<file path="src/rtl/uart_tx.sv">
// 8N1 UART transmitter with a small byte FIFO in front of the serialiser.
// Line rate is CLK_FREQ / BAUD clocks per bit, truncated.
module uart_tx #(
  parameter int unsigned CLK_FREQ   = 100_000_000,
  parameter int unsigned BAUD       = 115_200,
  parameter int unsigned FIFO_DEPTH = 4
) (
  input  logic       clk,
  input  logic       rst,
  input  logic [7:0] tx_data,
  input  logic       tx_valid,
  output logic       tx_ready,
  output logic       tx,
  output logic       busy
);

  localparam int unsigned ClksPerBit = CLK_FREQ / BAUD;
  localparam int unsigned PtrW       = (FIFO_DEPTH > 1) ? $clog2(FIFO_DEPTH) : 1;
  localparam int unsigned CntW       = (ClksPerBit > 1) ? $clog2(ClksPerBit) : 1;
  localparam int unsigned FillW      = PtrW + 1;

  localparam logic [CntW-1:0]  BitLast = CntW'(ClksPerBit - 1);
  localparam logic [FillW-1:0] Full    = FillW'(FIFO_DEPTH);

  if (ClksPerBit < 2) begin : gen_baud_check
    $error("uart_tx: CLK_FREQ / BAUD must be at least 2");
  end

  if (FIFO_DEPTH < 2 || (FIFO_DEPTH & (FIFO_DEPTH - 1)) != 0) begin : gen_depth_check
    $error("uart_tx: FIFO_DEPTH must be a power of two and at least 2");
  end

  typedef enum logic [1:0] {
    StIdle,
    StStart,
    StData,
    StStop
  } state_e;

  state_e           state_q, state_d;
  logic [CntW-1:0]  bit_cnt_q, bit_cnt_d;
  logic [2:0]       bit_idx_q, bit_idx_d;
  logic [7:0]       shift_q, shift_d;
  logic             tx_q, tx_d;
  logic             busy_q, busy_d;

  logic [FillW-1:0] count_q, count_d;
  logic [PtrW-1:0]  wr_ptr_q, wr_ptr_d;
  logic [PtrW-1:0]  rd_ptr_q, rd_ptr_d;
  logic [7:0]       mem_q [FIFO_DEPTH];

  logic push;
  logic pop;
  logic bit_done;

  // No bypass: acceptance depends only on the registered fill level.
  assign tx_ready = (count_q != Full);
  assign push     = tx_valid && tx_ready;
  assign bit_done = (bit_cnt_q == BitLast);

  always_comb begin
    wr_ptr_d = push ? wr_ptr_q + 1'b1 : wr_ptr_q;
    rd_ptr_d = pop  ? rd_ptr_q + 1'b1 : rd_ptr_q;
    unique case ({push, pop})
      2'b10:   count_d = count_q + 1'b1;
      2'b01:   count_d = count_q - 1'b1;
      default: count_d = count_q;
    endcase
  end

  always_comb begin
    state_d   = state_q;
    bit_cnt_d = bit_cnt_q;
    bit_idx_d = bit_idx_q;
    shift_d   = shift_q;
    pop       = 1'b0;

    unique case (state_q)
      StIdle: begin
        if (count_q != '0) begin
          pop       = 1'b1;
          shift_d   = mem_q[rd_ptr_q];
          bit_cnt_d = '0;
          bit_idx_d = '0;
          state_d   = StStart;
        end
      end
      StStart: begin
        if (bit_done) begin
          bit_cnt_d = '0;
          bit_idx_d = '0;
          state_d   = StData;
        end else begin
          bit_cnt_d = bit_cnt_q + 1'b1;
        end
      end
      StData: begin
        if (bit_done) begin
          bit_cnt_d = '0;
          shift_d   = {1'b0, shift_q[7:1]};
          if (bit_idx_q == 3'd7) begin
            state_d = StStop;
          end else begin
            bit_idx_d = bit_idx_q + 1'b1;
          end
        end else begin
          bit_cnt_d = bit_cnt_q + 1'b1;
        end
      end
      StStop: begin
        if (bit_done) begin
          bit_cnt_d = '0;
          // Chain straight into the next start bit when more data is queued.
          if (count_q != '0) begin
            pop       = 1'b1;
            shift_d   = mem_q[rd_ptr_q];
            bit_idx_d = '0;
            state_d   = StStart;
          end else begin
            state_d = StIdle;
          end
        end else begin
          bit_cnt_d = bit_cnt_q + 1'b1;
        end
      end
      default: state_d = StIdle;
    endcase
  end

  // tx and busy are registered from the current state, so both trail the FSM
  // by one cycle and stay aligned with each other on the line.
  always_comb begin
    tx_d = 1'b1;
    unique case (state_q)
      StIdle:  tx_d = 1'b1;
      StStart: tx_d = 1'b0;
      StData:  tx_d = shift_q[0];
      StStop:  tx_d = 1'b1;
      default: tx_d = 1'b1;
    endcase
    busy_d = (state_q != StIdle) || (count_q != '0);
  end

  always_ff @(posedge clk or negedge rst) begin
    if (!rst) begin
      state_q   <= StIdle;
      bit_cnt_q <= '0;
      bit_idx_q <= '0;
      shift_q   <= '0;
      tx_q      <= 1'b1;
      busy_q    <= 1'b0;
      count_q   <= '0;
      wr_ptr_q  <= '0;
      rd_ptr_q  <= '0;
    end else begin
      state_q   <= state_d;
      bit_cnt_q <= bit_cnt_d;
      bit_idx_q <= bit_idx_d;
      shift_q   <= shift_d;
      tx_q      <= tx_d;
      busy_q    <= busy_d;
      count_q   <= count_d;
      wr_ptr_q  <= wr_ptr_d;
      rd_ptr_q  <= rd_ptr_d;
    end
  end

  // Storage needs no reset; the flushed pointers and count make stale entries unreachable.
  always_ff @(posedge clk) begin
    if (push) begin
      mem_q[wr_ptr_q] <= tx_data;
    end
  end

  assign tx   = tx_q;
  assign busy = busy_q;

endmodule

</file>
<file path="config.mk">
export PLATFORM = sky130hd
export DESIGN_NAME = uart_tx
export DESIGN_NICKNAME = d
export VERILOG_FILES = /design/src/rtl/uart_tx.sv
export SDC_FILE = /design/constraint.sdc
export NUM_CORES = 1
export LEC_CHECK = 0
export BUFFER_PORTS_ARGS = -buffer_cell sky130_fd_sc_hd__buf_2
export CORE_UTILIZATION = 63
export CTS_BUF_LIST = sky130_fd_sc_hd__clkbuf_4
export DETAILED_ROUTE_END_ITERATION = 6
export HOLD_SLACK_MARGIN = 0.08
export PLACE_DENSITY = 0.79
export SLEW_MARGIN = 20
export SYNTH_ARGS = -nofsm -noshare
export SYNTH_HDL_FRONTEND = slang
export SYNTH_SLANG_ARGS = --single-unit
export TNS_END_PERCENT = 10
</file>
<file path="constraint.sdc">
create_clock -name clk -period 2.88 [get_ports clk]
set_input_delay 0.288 -clock clk [delete_from_list [all_inputs] [get_ports clk]]
set_output_delay 0.288 -clock clk [all_outputs]
set_load 0.02 [all_outputs]
</file>
==> After elaboration in Yosys (flattened, before gate mapping) <==
Memories as Yosys holds them, arrays and structs flattened.
Cells that the tools add are included.
Widths: inputs -> output; s select.
{ "totals": {"ff_bits": 32, "latchBits": 0, "mem_bits_rw": 32, "romBits": 0, "input_bits": 11, "out_inout_bits": 3, "wordCells": 69, "mem_count": 1} }
{ "memory_table": {"columns": ["name", "words", "word_bits", "rd", "rd_clocked_by_memory_dff", "write_ports", "line", "rtl"], "rows": [
  ["mem_q", 4, 8, 1, 0, 1, "50", "logic [7:0] mem_q [FIFO_DEPTH];"]
]} }
{ "classes": {"n_addsub": 6, "multipliers": 0, "div_mod_pow": 0, "n_lt_le_gt_ge": 0, "eq_ne": 14, "n_shift": 0, "n_mux": 27, "n_bitwise": 0, "reduce_logical": 12} }
{ "ops": {"columns": ["op", "n"], "rows": [
  ["$mux 8", 3],
  ["$pmux 8 s3", 1],
  ["$mux 10", 2],
  ["$pmux 10 s2", 1],
  ["$mux 3", 5],
  ["$ne 2x2->1 const B", 6],
  ["$pmux 3 s4", 1],
  ["$add 10x1->10 const B", 1],
  ["$eq 10x10->1 const B", 1],
  ["$mux 2", 5],
  ["$pmux 2 s4", 1],
  ["$add 3x1->3 const B", 2],
  ["$eq 2x2->1 const B", 3],
  ["$pmux 3 s2", 1],
  ["$reduce_bool 3->1", 2],
  ["$mux 1", 5],
  ["$reduce_and 5->1", 1],
  ["$add 2x1->2 const B", 2],
  ["$eq 2x1->1 const B", 2],
  ["$reduce_and 4->1", 1],
  ["$reduce_bool 2->1", 2],
  ["$eq 3x3->1 const B", 1],
  ["$ne 3x3->1 const B", 1],
  ["$pmux 1 s3", 1],
  ["8 further kinds", 8]
]} }

==> Logic depth before layout (Yosys ltp) <==
Gate-level depths: netlist of the first run.
{ "depth": {"ltp_word": 6, "ltp_mapped": 10, "depth_no_buf": 10} }

==> Least setup slack after synthesis of the first run <==
OpenSTA, ideal clock, no wires.
{ "synth_path": {"kind": "flip-flop to flip-flop", "from": "reg bit_cnt_q[0]", "to": "reg count_q[2]", "setup_time_ns": 0.079, "t_arrival_ns": 2.194, "t_required_ns": 2.801, "path_slack_ns": 0.606, "stages_incl_launch_ff": 11, "n_path_buf": 0, "synth_period_minus_slack_ns": 2.274, "cell_sequence": "dfrtp_1 -> ha_1 -> and4bb_2 -> and4_2 -> o21a_1 -> ha_1 -> inv_1 -> fa_1 -> xor2_1 -> nor2_1 -> xor2_1"} }
{ "synth_via": {"elab_chain_len": 5, "elab_cells_between_ends": 7, "classes_between": "eq/ne (3); mux (3); reduce/logical (1)"} }
{ "synth_lines": {"columns": ["item", "line", "rtl"], "rows": [
  ["start, declared", "41", "logic [CntW-1:0] bit_cnt_q, bit_cnt_d;"],
  ["start signal, assigned", "157", "bit_cnt_q <= bit_cnt_d;"],
  ["$eq 10x10->1 (*)", "59", "assign bit_done = (bit_cnt_q == BitLast);"],
  ["$mux 1 (*)", "111", "if (bit_done) begin"],
  ["$pmux 1 s2 (*)", "78", "unique case (state_q)"],
  ["net pop", "53", "logic pop;"],
  ["$eq 2x1->1 / $eq 2x2->1 (equally long branches)", "64", "unique case ({push, pop})"],
  ["$pmux 3 s2 / $reduce_bool 2->1 (equally long branches)", null, null],
  ["end signal, assigned", "162", "count_q <= count_d;"],
  ["end, declared", "47", "logic [FillW-1:0] count_q, count_d;"]
]} }
The timed path passes the listed nets; every way through them passes the cells marked *.
A chain may end at the register's enable or synchronous reset.

==> Final worst setup path of the first run <==
Same ends and word-level chain as after synthesis.

==> out/results.ini, run 1 <==
[critical_path]
criticalPathCategory=register to register
slowest_stage=dfrtp_1
endpoint=count_q[2]
crit_chain=ha_1 -> and4bb_2 -> and4_2 -> o21a_1 -> ha_1 -> inv_1 -> fa_1 -> xor2_1 -> nor2_1 -> xor2_1
crit_start=bit_cnt_q[0]
critPathTopFamily=adder cells
slowest_delay_ps=450
cp-end-kind=register
critical_path_arrival_ps=2870
rrSetupSlack_ps=360
worstSetupStartpointType=register
cp_max_fo=6
r2r_cells=10
cp.depth=10
rr_endpoint=count_q[2]
crit_buf_inv=1
r2r_start=bit_cnt_q[0]
required_ps=3220

[clocking]
cts_tree=done
cts_setup_buffers=0
worstSkewPairLatency_ps=410
cts_buffers=9
cts_hold_buf=7
h-tree-depth=3
cts_resized=0
root_buffer=clkbuf_4
clock_sinks=64
clk_pin_slew_ps=100
cts.path.max_buffers=2

[floorplan]
boundaryPins=14
die_w_um=71.0
dieArea_sq_um=5040
start_util_pct=67.1
die_y_um=71.0
core_sq_um=4470
rows=24

[synth]
synth_top_area_share_pct=32.0
ys.flop_type=edfxtp_1
synth_seq_cells=64
synthTopCellsByArea=edfxtp_1 32%, dfrtp_1 26%, mux4_2 6.0%, ha_1 5.4%, mux2_4 4.0%
syn_inst=208
synth_nets=233
synth_edf_count=32
ys_seq_area_share_pct=58.7
yosys_warnings=0
yosys.cell_types.count=45
syn_area_per_cell_sq_um=14.4
synth_top_area_cell=edfxtp_1
synth_area_sq_um=3000
async_flop_share_pct=50.0

[routing]
drt_iter0_drc=177
route.detailed.drc=0
routed_wl_um=5570
vias=1849
via_per_inst=6.35
firstDrtPassIters=6
wire_per_inst_um=19.2
ant_nets=0

[sta]
tns_ps=0
min_period_over_period_pct=87.6
drv_slew=0
clock.fmax_mhz=396
worstMarginPinSlew_ps=699
setup_ws_ps=358
hold_viol=0
rsz0062_at_grt=no
slew_headroom_pct=53.4
period_minus_slack_ps=2520
fin_skew_ps=10.4
setup_viol=0

[global_routing]
antenna_found_initial=0
grt-ovfl-total=0
grt_max_degree=33
grt_pass1_wl_um=9300
grt_pass1_vias=2005
grt_use_total_pct=25.5

[pwr]
power_density_nw_per_um2=1050
p_leak_nw=1.37
worst_ir_drop_vdd_mv=0.656

[place]
port-buffer-count=13
place_ws_ps=395
dp.cells=267
place_hpwl_um=3690
place.gp.congestion=0.796

[hold_path]
min_from=tx_data[2]
holdCritPathClass=primary input to register
whs_path_depth=1

[finish]
layout_commonest_cell=edfxtp_1
n_antenna_cell=0
mostFrequentLayoutCells=32 x edfxtp_1, 31 x dfrtp_1, 13 x inv_1, 13 x ha_1, 13 x buf_2
final_cells=291
fin_nets=259
drive_gt1_share_pct=25.5
synthToLayoutAreaGrowth_pct=9.88

[run_status]
status=finished clean

[run]
timing.max_cap.violations=0

==> metrics by stage <==
| step | hold WS, ps | cell area, sq um | utilization, % | power (W) |
|---|---|---|---|---|
| after floorplan | -7.59 | 3000 | - | 0.00260 |
| after global placement | 363 | 3090 | 69.0 | 0.00277 |
| after detailed placement | 378 | 3090 | 69.0 | 0.00288 |
| after CTS | 80.7 | 3290 | 73.5 | 0.00348 |
| after global routing | 87.0 | 3300 | 73.7 | 0.00367 |
| final | 114 | 3300 | 73.7 | 0.00347 |
==> synthesized netlist by cell type, types with 2 or more instances <==
master     n
a41oi_1    3
xnor2_1    5
edfxtp_1  32
and2_1     4
ha_1      13
buf_6      2
nor2_1     8
nand3_1    3
a21o_1     3
dfrtp_1   31
mux2_2     9
a21oi_1    2
nand2b_1   2
nor4_1     2
xor2_1     3
inv_1     13
mux4_2     8
o21ai_0    8
nand2_1   10
a31oi_1    6
mux2i_1    2
a31o_2     3
nor3_1     2
mux2_4     8
and3_1     6
==> where the power goes <==
part / switching, W / internal, W / leakage, nW
clock: 0.000308 / 0.000276 / 0.0757
sequential: 0.000235 / 0.00125 / 0.690
combinational: 0.000670 / 0.000731 / 0.609
==> flip-flops by register name, indices dropped and copies added (netlist names) <==
register   count
bit_cnt_q     10
bit_idx_q      3
mem_q         32
busy           1
rd_ptr_q       2
count_q        3
shift_q        8
state_q        2
wr_ptr_q       2
tx             1
==> worst min path at each step <==
stage | endpoint | slack, ps
floorplan | bit_cnt_q[0] | -8
global route | mem_q[1][2] | 90
finish | mem_q[2][2] | 110
global placement | shift_q[4] | 360
CTS | mem_q[3][3] | 80
detailed placement | shift_q[5] | 380
==> layout make-up <==
type	instances	area, sq um
Sequential cell	64	1760
Fill cell	294	1180
Multi-Input combinational cell	124	1140
Timing Repair Buffer	21	145
Clock buffer	11	82.6
Tap cell	52	65.1
Inverter	14	52.6
Clock inverter	5	47.5
==> cells by family (layout without fill, tap and decap cells) <==
family	count (synthesis)	in the layout	synth area share, %
multiplexers	27	27	14.0
buffers and inverters	20	51	3.21
XOR/XNOR	8	8	2.33
AND/OR/NAND/NOR	43	43	8.34
AO/OA/AOI/OAI	32	32	7.25
adder cells (fa/ha/maj)	14	14	6.09
flip-flops	64	64	58.7
==> layer usage <==
metal | wire (um) | share of wire [%] | up-vias | global-route usage, %
li1 | - | - | 829 | -
met1 | 2320 | 42 | 926 | 30.7
met2 | 2790 | 50 | 75 | 41.7
met3 | 277 | 5.0 | 19 | 5.70
met4 | 187 | 3.4 | 0 | 16.7
met5 | 0 | 0 | - | 0
Note: power is estimated with default switching activity, not from simulation.
==> inputs of run 2 (changes only) <==
--- a/config.mk
+++ b/config.mk
@@ -10,6 +10,7 @@
 export CTS_BUF_LIST = sky130_fd_sc_hd__clkbuf_4
 export DETAILED_ROUTE_END_ITERATION = 6
 export HOLD_SLACK_MARGIN = 0.08
+export MAX_ROUTING_LAYER = met4
 export PLACE_DENSITY = 0.79
 export SLEW_MARGIN = 20
 export SYNTH_ARGS = -nofsm -noshare
==> run 2 against run 1 <==
Effect of this change: non-clock buffer count unchanged; critical path type unchanged; largest power group unchanged; largest cell class unchanged; core utilization down 0.50 points; sequential cell count is the same; combinational power is essentially flat; sequential share of layout area rose by 0.37 points; first-iteration DRC count grew 28%; maximum frequency fell by 3.7%; highest routed layer unchanged.
==> out/results.ini, run 2 (synthesis gave the netlist of run 1 again) <==
[global_routing]
grt_pass1_vias=1906
grt_max_degree=33
grt-ovfl-total=0
antenna_found_initial=0
grt_pass1_wl_um=8940
grt_use_total_pct=25.6

[clocking]
clock_sinks=64
h-tree-depth=3
root_buffer=clkbuf_4
cts_buffers=9
cts_tree=done
cts_resized=0
worstSkewPairLatency_ps=400
cts_hold_buf=1
clk_pin_slew_ps=100
cts_setup_buffers=0
cts.path.max_buffers=2

[floorplan]
core_sq_um=4470
die_w_um=71.0
start_util_pct=67.1
rows=24
die_y_um=71.0
boundaryPins=14
dieArea_sq_um=5040

[critical_path]
slowest_stage=dfrtp_1
crit_buf_inv=1
cp_max_fo=6
critical_path_arrival_ps=2950
criticalPathCategory=register to register
slowest_delay_ps=460
cp-end-kind=register
worstSetupStartpointType=register
crit_chain=ha_1 -> and4bb_2 -> and4_2 -> o21a_1 -> ha_1 -> inv_1 -> fa_1 -> xor2_1 -> nor2_1 -> xor2_1
critPathTopFamily=adder cells
required_ps=3210

[place]
place.gp.congestion=0.802
place_ws_ps=303
place_hpwl_um=3590
port-buffer-count=13
dp.cells=267

[routing]
wire_per_inst_um=18.1
routed_wl_um=5270
ant_nets=0
via_per_inst=6.16
drt_iter0_drc=227
route.detailed.drc=0
vias=1794
firstDrtPassIters=6

[hold_path]
holdCritPathClass=primary input to register

[finish]
mostFrequentLayoutCells=32 x edfxtp_1, 31 x dfrtp_1, 13 x inv_1, 13 x ha_1, 13 x buf_2
fin_nets=259
fill_cells=288
final_cells=291
synthToLayoutAreaGrowth_pct=9.13
top_register=mem_q
drive_gt1_share_pct=25.5
reg.largest.list=mem_q: 32 flops, bit_cnt_q: 10 flops, shift_q: 8 flops
n_antenna_cell=0
finish.utilization_pct=73.2
largest_register_ff_count=32
layout_commonest_cell=edfxtp_1

[sta]
tns_ps=0
fin_skew_ps=9.74
min_period_over_period_pct=90.9
holdWs_ps=114
period_minus_slack_ps=2620
setup_viol=0
rsz0062_at_grt=no
slew_headroom_pct=51.3
clock.fmax_mhz=382
setup_ws_ps=262
drv_slew=0
worstMarginPinSlew_ps=730
hold_viol=0

[pwr]
power_density_nw_per_um2=1030
worst_ir_drop_vdd_mv=0.557
p_leak_nw=1.36

[run]
timing.max_cap.violations=0

[run_status]
status=finished clean

-- run 2: cell types whose count changed in the layout (fill, tap and decap cells not counted), sizes merged --
cell      before  now
clkinvlp       0    1
bufinv         1    0
-- run 2: worst register-to-register path, delay by kind of cell, from the launching register on --
kind / cells / cell delay, ps
flops: 1 / 460
xor+xnor: 2 / 320
compound gates: 1 / 160
buf+inv: 1 / 60
fa+ha+maj: 3 / 830
simple gates: 3 / 730
-- run 2: area by class of cell --
type / instances / area, sq um / share of cell area [%]
clock buffer: 11 / 82.6 / 2.52
inverter: 14 / 52.6 / 1.60
clock inverter: 5 / 25.0 / 0.764
tap: 52 / 65.1 / 1.99
timing repair buffer: 21 / 145 / 4.43
sequential: 64 / 1760 / 53.8
multi-input combinational: 124 / 1140 / 34.9
-- run 2: final timing paths --
| kind | startpoint | endpoint | slack [ps] | cells after the start |
|---|---|---|---|---|
| worst max-delay path | bit_cnt_q[0] | count_q[2] | 260 | 10 |
| worst min-delay path | tx_data[2] | mem_q[2][2] | 110 | 1 |
| worst max register to register | bit_cnt_q[0] | count_q[2] | 260 | 10 |
| worst min register to register | shift_q[4] | shift_q[4] | 520 | 1 |
| max in group asynchronous | rst | bit_cnt_q[7] | 1940 | 2 |
| min in group asynchronous | rst | bit_cnt_q[4] | 470 | 2 |
-- run 2: through the flow --
step,total power (W),cell area (sq um)
2_1_floorplan,0.00260,3000
3_3_place_gp,0.00277,3090
3_5_place_dp,0.00288,3090
5_1_grt,0.00358,3280
6_report,0.00336,3280
4_1_cts,0.00337,3210
-- run 2: per-layer routing --
| metal | GRT usage (%) | wire length, um |
|---|---|---|
| met5 | - | 0 |
| met4 | 12.9 | 126 |
| met3 | 9.12 | 306 |
| met2 | 37.2 | 2610 |
| met1 | 32.1 | 2230 |
-- run 2: power breakdown --
group          switching (W)  internal, W  total, W
sequential          0.000229      0.00125   0.00148
clock               0.000307     0.000189  0.000496
combinational       0.000653     0.000734   0.00139
total                0.00119      0.00217   0.00336
==> inputs of run 3 (changes only) <==
--- a/config.mk
+++ b/config.mk
@@ -7,7 +7,7 @@
 export LEC_CHECK = 0
 export BUFFER_PORTS_ARGS = -buffer_cell sky130_fd_sc_hd__buf_2
 export CORE_UTILIZATION = 63
-export CTS_BUF_LIST = sky130_fd_sc_hd__clkbuf_4
+export CTS_BUF_LIST = sky130_fd_sc_hd__clkbuf_4 sky130_fd_sc_hd__clkbuf_8
 export DETAILED_ROUTE_END_ITERATION = 6
 export HOLD_SLACK_MARGIN = 0.08
 export MAX_ROUTING_LAYER = met4
==> run 3 against run 2 <==
Effect of this change: worst setup slack lost 19 ps; clock-buffer cell count grew 1; critical path depth is the same; cell count shrank 2.4%; final area shrank 0.11%; global-route usage grew 0.26 points; first-iteration DRC count grew 28%; clock skew shrank 4.1 ps; critical endpoint unchanged.
==> out/results.ini, run 3 (synthesis gave the netlist of run 1 again) <==
[finish]
reg.largest.list=mem_q: 32 flops, bit_cnt_q: 10 flops, shift_q: 8 flops
drive_gt1_share_pct=26.7
multiInputGateArea_sq_um=1140
final_cells=284
fin_nets=252
seqCellArea_sq_um=1760
synthToLayoutAreaGrowth_pct=9.00
mostFrequentLayoutCells=32 x edfxtp_1, 31 x dfrtp_1, 13 x inv_1, 13 x ha_1, 13 x buf_2
n_antenna_cell=0
layout_commonest_cell=edfxtp_1
fill_cells=282
largest_register_ff_count=32
top_register=mem_q

[routing]
top_layer=met4
route.met3.wl_um=245
firstDrtPassIters=6
routed_wl_um=5400
ant_nets=0
via_per_inst=6.23
vias=1768
wire_per_inst_um=19.0
wl_met1_um=2280
dr_wl_met2_um=2760
route.detailed.drc=0
drt_iter0_drc=291

[floorplan]
dieArea_sq_um=5040
die_y_um=71.0
die_w_um=71.0
core_sq_um=4470
start_util_pct=67.1
rows=24
boundaryPins=14

[place]
place_hpwl_um=3590
dp.cells=267
place.gp.congestion=0.802
place_ws_ps=303
port-buffer-count=13

[global_routing]
grt_pass1_wl_um=9170
antenna_found_initial=0
grt_pass1_vias=1922
grt_max_degree=33
grt-ovfl-total=0
grt_use_total_pct=25.9

[critical_path]
critical_path_arrival_ps=2890
crit_chain=ha_1 -> and4bb_2 -> and4_2 -> o21a_1 -> ha_1 -> inv_1 -> fa_1 -> xor2_1 -> nor2_1 -> xor2_1
crit_buf_inv=1
critPathTopFamily=adder cells
required_ps=3140
worstSetupStartpointType=register
cp_max_fo=6
criticalPathCategory=register to register
slowest_stage=dfrtp_1
cp-end-kind=register
slowest_delay_ps=440

[clocking]
root_buffer=clkbuf_8
cts_hold_buf=1
cts.path.max_buffers=2
cts_buffers=9
cts_resized=0
h-tree-depth=3
worstSkewPairLatency_ps=330
cts_tree=done
cts_setup_buffers=0
clock_sinks=64
clk_pin_slew_ps=70

[pwr]
power_density_nw_per_um2=1080
worst_ir_drop_vdd_mv=0.579
p_leak_nw=1.36

[sta]
hold_viol=0
drv_slew=0
period_minus_slack_ps=2640
min_period_over_period_pct=91.6
fin_skew_ps=5.62
setup_ws_ps=243
rsz0062_at_grt=no
slew_headroom_pct=52.1
tns_ps=0
setup_viol=0
worstMarginPinSlew_ps=719
clock.fmax_mhz=379

[hold_path]
holdCritPathClass=primary input to register

[run]
timing.max_cap.violations=0

[run_status]
status=finished clean

-- run 3: where the power goes --
group / internal (W) / leakage, nW / switching, W / total [W]
clock: 0.000349 / 0.0906 / 0.000327 / 0.000676
combinational: 0.000728 / 0.579 / 0.000664 / 0.00139
sequential: 0.00125 / 0.690 / 0.000231 / 0.00148
-- run 3: area by class of cell --
| cell class | count | area share [%] |
|---|---|---|
| well taps | 52 | 1.99 |
| clock buffers | 12 | 4.67 |
| multi-input cells | 124 | 34.9 |
| inverters | 14 | 1.61 |
| repair buffers | 14 | 2.29 |
| flip-flops and latches | 64 | 53.9 |
| clock inverters | 4 | 0.650 |
-- run 3: stage by stage --
step	hold slack, ps	area [sq um]	total power, W	utilization, %
2_1_floorplan	-7.59	3000	0.00260	-
3_3_place_gp	363	3090	0.00277	69.0
3_5_place_dp	386	3090	0.00288	69.0
4_1_cts	156	3270	0.00357	73.1
5_1_grt	159	3270	0.00377	73.1
6_report	169	3270	0.00355	73.1
-- run 3: final timing paths --
kind,from,cells past startpoint,to,slack [ps]
worst min-delay path,tx_data[7],1,mem_q[0][7],170
worst min register to register,shift_q[4],1,shift_q[4],510
worst max-delay path,bit_cnt_q[0],10,count_q[2],240
worst max register to register,bit_cnt_q[0],10,count_q[2],240
min in group asynchronous,rst,2,bit_cnt_q[4],540
max in group asynchronous,rst,2,shift_q[5],1870
-- run 3: metal layers --
metal  vias up  track usage, %
met5         -               -
met4         0            10.7
met3        13            6.98
met2        55            40.8
met1       891            32.0
li1        809               -
